===== src/rtl/regfile_port_scheduler.sv =====
// regfile_port_scheduler: round-robin arbiter for the single register-file port, with a bounded lock for read-modify-write sequences
module regfile_port_scheduler #(
    parameter int NREQ     = 4,
    parameter int DW       = 32,
    parameter int AW       = 5,
    parameter int LOCK_MAX = 8
) (
    input  logic              clk,
    input  logic              reset_b,
    input  logic [NREQ-1:0]   req_valid,
    input  logic [NREQ-1:0]   req_we,
    input  logic [NREQ-1:0]   req_lock,
    input  logic [NREQ*AW-1:0] req_code,
    input  logic [NREQ*DW-1:0] req_wdata,
    output logic [NREQ-1:0]   req_ready,
    output logic [NREQ-1:0]   rsp_valid,
    output logic [DW-1:0]     rsp_data,
    output logic              rf_wr,
    output logic [AW-1:0]     rf_reg_code,
    output logic [DW-1:0]     rf_data,
    input  logic [DW-1:0]     rf_register_read,
    output logic              zero_wr_err,
    output logic              lock_timeout
);
    localparam int PW = $clog2(NREQ);
    localparam int CW = $clog2(LOCK_MAX + 1);

    typedef enum logic {IDLE, LOCKED} state_t;

    state_t          state, state_nx;
    logic [PW-1:0]   ptr, ptr_nx, owner, owner_nx, gidx;
    logic [CW-1:0]   lock_cnt, lock_cnt_nx;
    logic [PW:0]     sum;
    logic            xfer, g_we, g_lock, timeout;

    function automatic logic [PW-1:0] inc(input logic [PW-1:0] v);
        return (v == PW'(NREQ - 1)) ? '0 : v + PW'(1);
    endfunction

    // grant: owner only while locked, else first valid requester searching from ptr
    always_comb begin
        gidx = '0;
        xfer = 1'b0;
        sum  = '0;
        if (state == LOCKED) begin
            gidx = owner;
            xfer = req_valid[owner];
        end else begin
            for (int k = NREQ - 1; k >= 0; k--) begin
                sum = {1'b0, ptr} + (PW + 1)'(k);
                if (sum >= (PW + 1)'(NREQ)) sum = sum - (PW + 1)'(NREQ);
                if (req_valid[sum[PW-1:0]]) begin
                    gidx = sum[PW-1:0];
                    xfer = 1'b1;
                end
            end
        end
        req_ready       = '0;
        req_ready[gidx] = xfer;
    end

    // drive the register-file port from the granted requester; zero register is never written
    always_comb begin
        rf_reg_code = '0;
        rf_data     = '0;
        g_we        = 1'b0;
        g_lock      = 1'b0;
        for (int i = 0; i < NREQ; i++) begin
            if (req_ready[i]) begin
                rf_reg_code = req_code[i*AW +: AW];
                rf_data     = req_wdata[i*DW +: DW];
                g_we        = req_we[i];
                g_lock      = req_lock[i];
            end
        end
        rf_wr = g_we & (rf_reg_code != '0);
    end

    // lock FSM and round-robin pointer update
    always_comb begin
        state_nx    = state;
        ptr_nx      = ptr;
        owner_nx    = owner;
        lock_cnt_nx = lock_cnt;
        timeout     = (state == LOCKED) && (lock_cnt == CW'(LOCK_MAX));
        if (state == IDLE) begin
            if (xfer && g_lock) begin
                state_nx    = LOCKED;
                owner_nx    = gidx;
                lock_cnt_nx = CW'(1);
            end else if (xfer) begin
                ptr_nx = inc(gidx);
            end
        end else if (timeout || (xfer && !g_lock)) begin
            state_nx    = IDLE;
            ptr_nx      = inc(owner);
            lock_cnt_nx = '0;
        end else begin
            lock_cnt_nx = lock_cnt + CW'(1);
        end
    end

    // state registers, read response capture and error pulses
    always_ff @(posedge clk or negedge reset_b) begin
        if (!reset_b) begin
            state        <= IDLE;
            ptr          <= '0;
            owner        <= '0;
            lock_cnt     <= '0;
            rsp_valid    <= '0;
            rsp_data     <= '0;
            zero_wr_err  <= 1'b0;
            lock_timeout <= 1'b0;
        end else begin
            state        <= state_nx;
            ptr          <= ptr_nx;
            owner        <= owner_nx;
            lock_cnt     <= lock_cnt_nx;
            rsp_valid    <= (xfer && !g_we) ? req_ready : '0;
            if (xfer && !g_we) rsp_data <= rf_register_read;
            zero_wr_err  <= xfer && g_we && (rf_reg_code == '0);
            lock_timeout <= timeout;
        end
    end
endmodule


===== config.mk =====
export PLATFORM = sky130hd
export DESIGN_NAME = regfile_port_scheduler
export DESIGN_NICKNAME = d
export VERILOG_FILES = /design/src/rtl/regfile_port_scheduler.sv
export SDC_FILE = /design/constraint.sdc
export NUM_CORES = 1
export LEC_CHECK = 0
export BUFFER_PORTS_ARGS = -buffer_cell sky130_fd_sc_hd__buf_2
export CORE_AREA = 3 3 104 106
export DETAILED_ROUTE_END_ITERATION = 7
export DIE_AREA = 0 0 107 109
export PLACE_DENSITY = 0.82
export SLEW_MARGIN = 0
export SYNTH_ARGS = -nofsm -noshare
export SYNTH_HDL_FRONTEND = slang
export SYNTH_SLANG_ARGS = --single-unit

===== constraint.sdc =====
create_clock -name clk -period 3.6 [get_ports clk]
set_input_delay 0.18 -clock clk [delete_from_list [all_inputs] [get_ports clk]]
set_output_delay 0.18 -clock clk [all_outputs]
set_load 0.03 [all_outputs]

=== Word-level counts from Yosys, hierarchy flattened ===
Index checks and enable logic that the tools add are counted.

* Register bits after elaboration: 47
* Bits of input ports: 194
* Output and inout port bits: 80
* Word-level logic and storage cells: 112

* $add $sub $neg: 10
* Magnitude comparators: 11
* Equal/unequal tests: 5
* Mux-type cells: 59
* Bitwise gates (word level): 3
* Reductions and logical operators: 16

{| class="wikitable"
|+ Operators by type and width
! cell !! number
|-
| $mux W32 || 4
|-
| $mux W2 || 19
|-
| $mux W1 || 22
|-
| $mux W5 || 4
|-
| $lt A2 B3 Y1 const B || 6
|-
| $mux W4 || 4
|-
| $bmux W1 S2 || 5
|-
| $ge A3 B3 Y1 const B || 3
|-
| $sub A2 B1 Y2 const B || 4
|-
| $logic_and A1 B1 Y1 || 7
|-
| $add A2 B2 Y3 const B || 2
|-
| $logic_not A5 Y1 || 1
|-
| $reduce_bool A5 Y1 || 1
|-
| $add A2 B1 Y2 const B || 2
|-
| $add A4 B1 Y4 const B || 1
|-
| $and A4 B4 Y4 || 1
|-
| $eq A2 B2 Y1 const B || 2
|-
| $eq A4 B4 Y1 const B || 1
|-
| $reduce_bool A2 Y1 || 2
|-
| $add A2 B1 Y3 const B || 1
|-
| $ge A2 B3 Y1 const B || 1
|-
| $reduce_and A3 Y1 || 1
|-
| $demux W1 S2 || 1
|-
| $ge A2 B1 Y1 const B || 1
|-
| other kinds (7) || 8
|}

=== Depth between registers and ports, before layout ===
* Depth in word-level cells: 25
* Depth in mapped cells: 14
* Depth with buffers taken out: 11

=== Worst setup path before layout ===
No wires, ideal clock.

* Kind: reg2out
* Start: reg ptr[1]
* End: out rf_wr
* Data arrival time: 2924 ps
* Required time: 3420 ps
* Slack: 496 ps
* Cell stages (with the launch flop): 13
* Path buffers: 1
* Cells stage by stage: dfrtp_1 -> mux2i_1 -> nor2_1 -> nor3_1 -> mux2i_1 -> inv_1 -> ha_1 -> clkbuf_1 -> a21oi_1 -> a221oi_1 -> o211ai_1 -> nand4_1 -> nor3b_1

* Cells in the longest elaborated chain, start to end: 22
* Elaborated cells on any way between the ends: 53
* Those cells by class: add/sub: 7; order compare: 6; mux: 36; bitwise: 2; reduce/logical: 2

{| class="wikitable"
|+ Ends and longest elaborated chain
! item !! line !! text
|-
| start: declaration || 31 || <nowiki>logic [PW-1:0] ptr, ptr_nx, owner, owner_nx, gidx;</nowiki>
|-
| start signal: assignment || 116 || <nowiki>ptr <= ptr_nx;</nowiki>
|-
| $add A2 B2 Y3 || 50 || <nowiki>sum = {1'b0, ptr} + (PW + 1)'(k);</nowiki>
|-
| $ge A3 B3 Y1 / $sub A2 B1 Y2 (equally long branches) || 51 || <nowiki>if (sum >= (PW + 1)'(NREQ)) sum = sum - (PW + 1)'(NREQ);</nowiki>
|-
| $mux W2 || 51 ||
|-
| $mux W2 || 45 || <nowiki>if (state == LOCKED) begin</nowiki>
|-
| $bmux W1 S2 || 52 || <nowiki>if (req_valid[sum[PW-1:0]]) begin</nowiki>
|-
| $mux W1 (implied by the code) || 52 ||
|-
| $mux W2 (3 in a row) || 52 ||
|-
| $mux W2 (*) || 52 ||
|-
| [1 not listed] || - ||
|-
| named net gidx[0] || 31 ||
|-
| $lt A2 B3 Y1 (implied by the code) / $ge A2 B1 Y1 (equally long branches) || 59 || <nowiki>req_ready[gidx] = xfer;</nowiki>
|-
| $logic_and A1 B1 Y1 (implied by the code) || 59 ||
|-
| $mux W1 (implied by the code) || 59 ||
|-
| $demux W1 S2 (*) || 59 ||
|-
| $and A4 B4 Y4 (no source line) (*) || - ||
|-
| $mux W5 (4 in a row) || 69 || <nowiki>if (req_ready[i]) begin</nowiki>
|-
| $reduce_bool A5 Y1 || 76 || <nowiki>rf_wr = g_we & (rf_reg_code != '0);</nowiki>
|-
| $and A1 B1 Y1 (*) || 76 ||
|-
| end: declaration || 18 || <nowiki>output logic rf_wr,</nowiki>
|}

The timed path passes the listed nets; every way through them passes the cells marked *. The select of a mux whose other input is x is not followed.

=== Final worst setup path ===
* Start: reg ptr[1]
* End: out rf_data[0]

* Cells in the longest elaborated chain, start to end: 20
* Elaborated cells on any way between the ends: 47
* Those cells by class: add/sub: 7; order compare: 6; mux: 32; bitwise: 1; reduce/logical: 1

{| class="wikitable"
|+ Ends and longest elaborated chain
! item !! line !! text
|-
| $add A2 B2 Y3 || 50 ||
|-
| $ge A3 B3 Y1 / $sub A2 B1 Y2 (equally long branches) || 51 ||
|-
| $mux W2 || 51 ||
|-
| $mux W2 || 45 ||
|-
| $bmux W1 S2 || 52 ||
|-
| $mux W1 (implied by the code) || 52 ||
|-
| $mux W2 (4 in a row) || 52 ||
|-
| $mux W2 || 45 ||
|-
| $lt A2 B3 Y1 (implied by the code) / $ge A2 B1 Y1 (equally long branches) || 59 ||
|-
| $logic_and A1 B1 Y1 (implied by the code) || 59 ||
|-
| $mux W1 (implied by the code) || 59 ||
|-
| $demux W1 S2 || 59 ||
|-
| $and A4 B4 Y4 (no source line) (*) || - ||
|-
| $mux W32 (3 in a row) || 69 ||
|-
| $mux W32 (*) || 69 ||
|-
| end: declaration || 20 || <nowiki>output logic [DW-1:0] rf_data,</nowiki>
|}

Mark *: on every way between the ends. The rest lies on a longest branch, timed or not. The select of a mux whose other input is x is not followed.

==> summary.md <==
| Metric | Value |
|---|---|
| Finished Layout Cells | 813 |
| Total design power | 7.10 mW |
| Unrepaired setup endpoints after global routing | true |
| Die X | 107 microns |
| WL/cell | 16.1 microns |
| Final instance area | 5130 sq um |
| CP endpoint kind | primary output |
| Final Hold Viols | 0 |
| Area Overhead vs Synth | 42.7% |
| Antenna viol nets, final | 0 |
| Most Crowded Layer GR | met2 |
| Layout net count | 879 |
| Mapped Area | 3600 sq um |
| Hold crit path type | in2async |
| Gpl congestion | 0.903 |
| Grt met3 use | 5.09% |
| Dpl cells | 805 |
| RR Startpoint | ptr[1] |
| Max Slew Vio Count | 0 |
| Initial Util | 36.5% |
| Final Skew | 0.00405 ns |
| CP max FO | 65 |
| ANT cells | 0 |
| Synth Warn # | 0 |
| CTS tree | done |
| Initial antenna violation count | 0 |
| Seq/Total Area, Yosys | 32.7% |
| Critical path launch point type | flip-flop |
| Reg2reg setup slack | 0.48 ns |
| CORE AREA | 9860 sq um |
| Tmin final | 3.30 ns |
| Setup WS post-layout | 0.296 ns |
| Critical Path Slowest Stage Cell | buf_4 |
| Number of I/O pins | 274 |
| Worst-Skew Late Latency | 0.29 ns |
| WHS | 0.0741 ns |
| Dpl hpwl | 10600 microns |
| Final setup vio count | 0 |
| Power density cells | 1380 nW/um^2 |
| CTS Root Cell | clkbuf_8 |
| Run status | completed |
| DR DRC count | 0 |
| Final Cycle Share | 91.8% |
| Die Area | 11700 sq um |
| Syn_area_per_cell | 8.40 sq um |
| R2r endpoint | rsp_data[2] |
| Slew @ Worst Pin | 1.05 ns |
| Place WS | 0.386 ns |
| Worst setup path end | rf_data[0] |
| Setup TNS | 0 ns |
| Row cnt | 36 |
| Syn nets | 628 |
| Seq cells post-synth | 47 |
| Global Route Usage Sum | 20.7% |
| VDD IR max | 1.19 mV |
| Max incr delay on CP | 0.50 ns |
| Met2 usage | 37.8% |
| Number of buffers created by CTS | 5 |
| Crit path max-delay family | buffers and inverters |
| FMAX | 0.303 GHz |
| Vias in the first global route | 3840 |
| Synth Instances | 428 |
| Crit path DAT | 3.12 ns |
| Max-slew headroom | 30.1% |
| Critical path class | reg2out |
| Layout cells sized above 1 | 48.4% |
| Worst r2r path cells | 12 |
| Clock slew at reported path FFs | 0.09 ns |
| First-pass GRT wire length | 19000 microns |
| Clock tree sinks | 47 |
| CTS max path bufs | 2 |
| Lkg Pwr | 2.58 nW |
| # H-tree levels | 2 |
| Max-cap viol count | 0 |
| WP buf/inv | 3 |
| Critical Path RT | 3.42 ns |
| Critical path, cell by cell | mux2i_1, nor2_1, nor3_1, mux2i_1, ha_1, inv_2, buf_4, o211ai_1, o211ai_1, a21oi_1, buf_2 |
| Die height | 109 microns |
| Drt total wl | 13100 microns |
| Largest net degree at the start of global routing | 66 |
| Port Buffer Count | 273 |
| Synth cell types | 39 |
| Crit path from | ptr[1] |
| Drt first pass iters | 4 |
| Gr ovfl total | 0 |
| Util after Layout | 52.1% |
| GRT met1 Usage | 23.3% |
| DP Area | 5020 sq um |
| Setup bufs post-CTS | 0 |
| Vias | 4115 |
| Critical Path Stages | 11 |
| Vias per cell | 5.06 |
| Number of DRC markers in iteration 0 | 220 |
-- where the power goes --
part           switching, mW  internal, mW
sequential             0.163         0.792
clock                  0.175         0.157
combinational           3.70          2.11
total                   4.04          3.06
-- worst reg2reg max path, stage by stage (launching register included) --
cell and delay, ns:
dfrtp_1 0.46, mux2i_1 0.21, nor2_1 0.05, nor3_1 0.22, mux2i_1 0.17, inv_1 0.17
ha_2 0.34, inv_2 0.13, o21a_1 0.12, a22oi_1 0.27, nor2b_4 0.23, buf_12 0.25
mux2_2 0.38
-- cells by family (layout without fill, tap and decap cells) --
kind of cell,Yosys count,after routing,synth area share [%]
adders and majority gates,6,6,2.09
xor gates and xnor gates,3,3,0.731
DFF,47,47,32.7
buffers and inverters,56,308,7.34
AOI/OAI and AO/OA,134,134,25.4
muxes,40,40,14.6
and+or+nand+nor,142,142,17.2
-- cells in the final DEF, fill, tap and decap left out, drive strengths merged, types with 3 or more instances in the layout --
cell type / count
dfrtp: 47
nor3: 6
nand2: 107
o21a: 4
nand3b: 5
o21ai: 4
inv: 18
ha: 6
a221oi: 5
nor2: 9
o211ai: 67
mux2: 36
o32ai: 3
a21oi: 45
buf: 282
mux2i: 4
clkbuf: 6
and2: 7
-- Yosys cell counts (all sizes together) --
cell     instances  area [sq um]
nand2          107           409
o211ai          67           503
dfrtp           47          1180
a21oi           45           225
mux2            36           484
clkbuf          25          93.8
inv             18          67.6
buf             13           103
nor2             9          33.8
and2             7          43.8
ha               6          75.1
nor3             6          35.0
a221oi           5          43.8
nand3b           5          37.5
mux2i            4          40.0
o21a             4          30.0
o21ai            4          20.0
o32ai            3          26.3
a22oi            2          15.0
and3             2          12.5
nor2b            2          20.0
nor3b            2          15.0
xnor2            2          17.5
a2111oi          1          8.76
a2bb2oi          1          26.3
a31o             1          8.76
nand3            1          5.00
nand4            1          6.26
o22ai            1          6.26
xor2             1          8.76
-- how the worst min path moves through the flow --
stage,endpoint,depth (start not counted)
5_1_grt,rsp_valid[3],2
4_1_cts,rsp_valid[3],2
3_3_place_gp,rsp_data[26],2
3_5_place_dp,rsp_valid[3],2
6_report,rsp_valid[3],1
2_1_floorplan,lock_cnt[0],0
-- metal layers --
| metal | vias to the layer above | share of wire, % |
|---|---|---|
| li1 | 2027 | - |
| met1 | 1862 | 38 |
| met2 | 203 | 50 |
| met3 | 23 | 8.8 |
| met4 | 0 | 2.8 |
| met5 | - | 0 |
-- state kept, by name (all words and copies together) (netlist names) --
signal and count:
owner 2, rsp_valid 4, rsp_data 32, lock_timeout 1, ptr 2, state 1, zero_wr_err 1, lock_cnt 4
-- area by class of cell --
| cell class | instances | area, sq um |
|---|---|---|
| Tap cell | 133 | 166 |
| Clock buffer | 6 | 82.6 |
| Timing Repair Buffer | 282 | 1450 |
| Fill cell | 971 | 4730 |
| Inverter | 18 | 67.6 |
| Sequential cell | 47 | 1180 |
| Multi-Input combinational cell | 325 | 2180 |
| Clock inverter | 2 | 16.3 |
-- timing repair --
action | in CTS | in global routing
setup endpoints to repair | 0 | 25
hold endpoints to repair | 0 | 0
resized for setup | 0 | 5
hold buffers | 0 | 0
(Power assumes the default switching activity.)
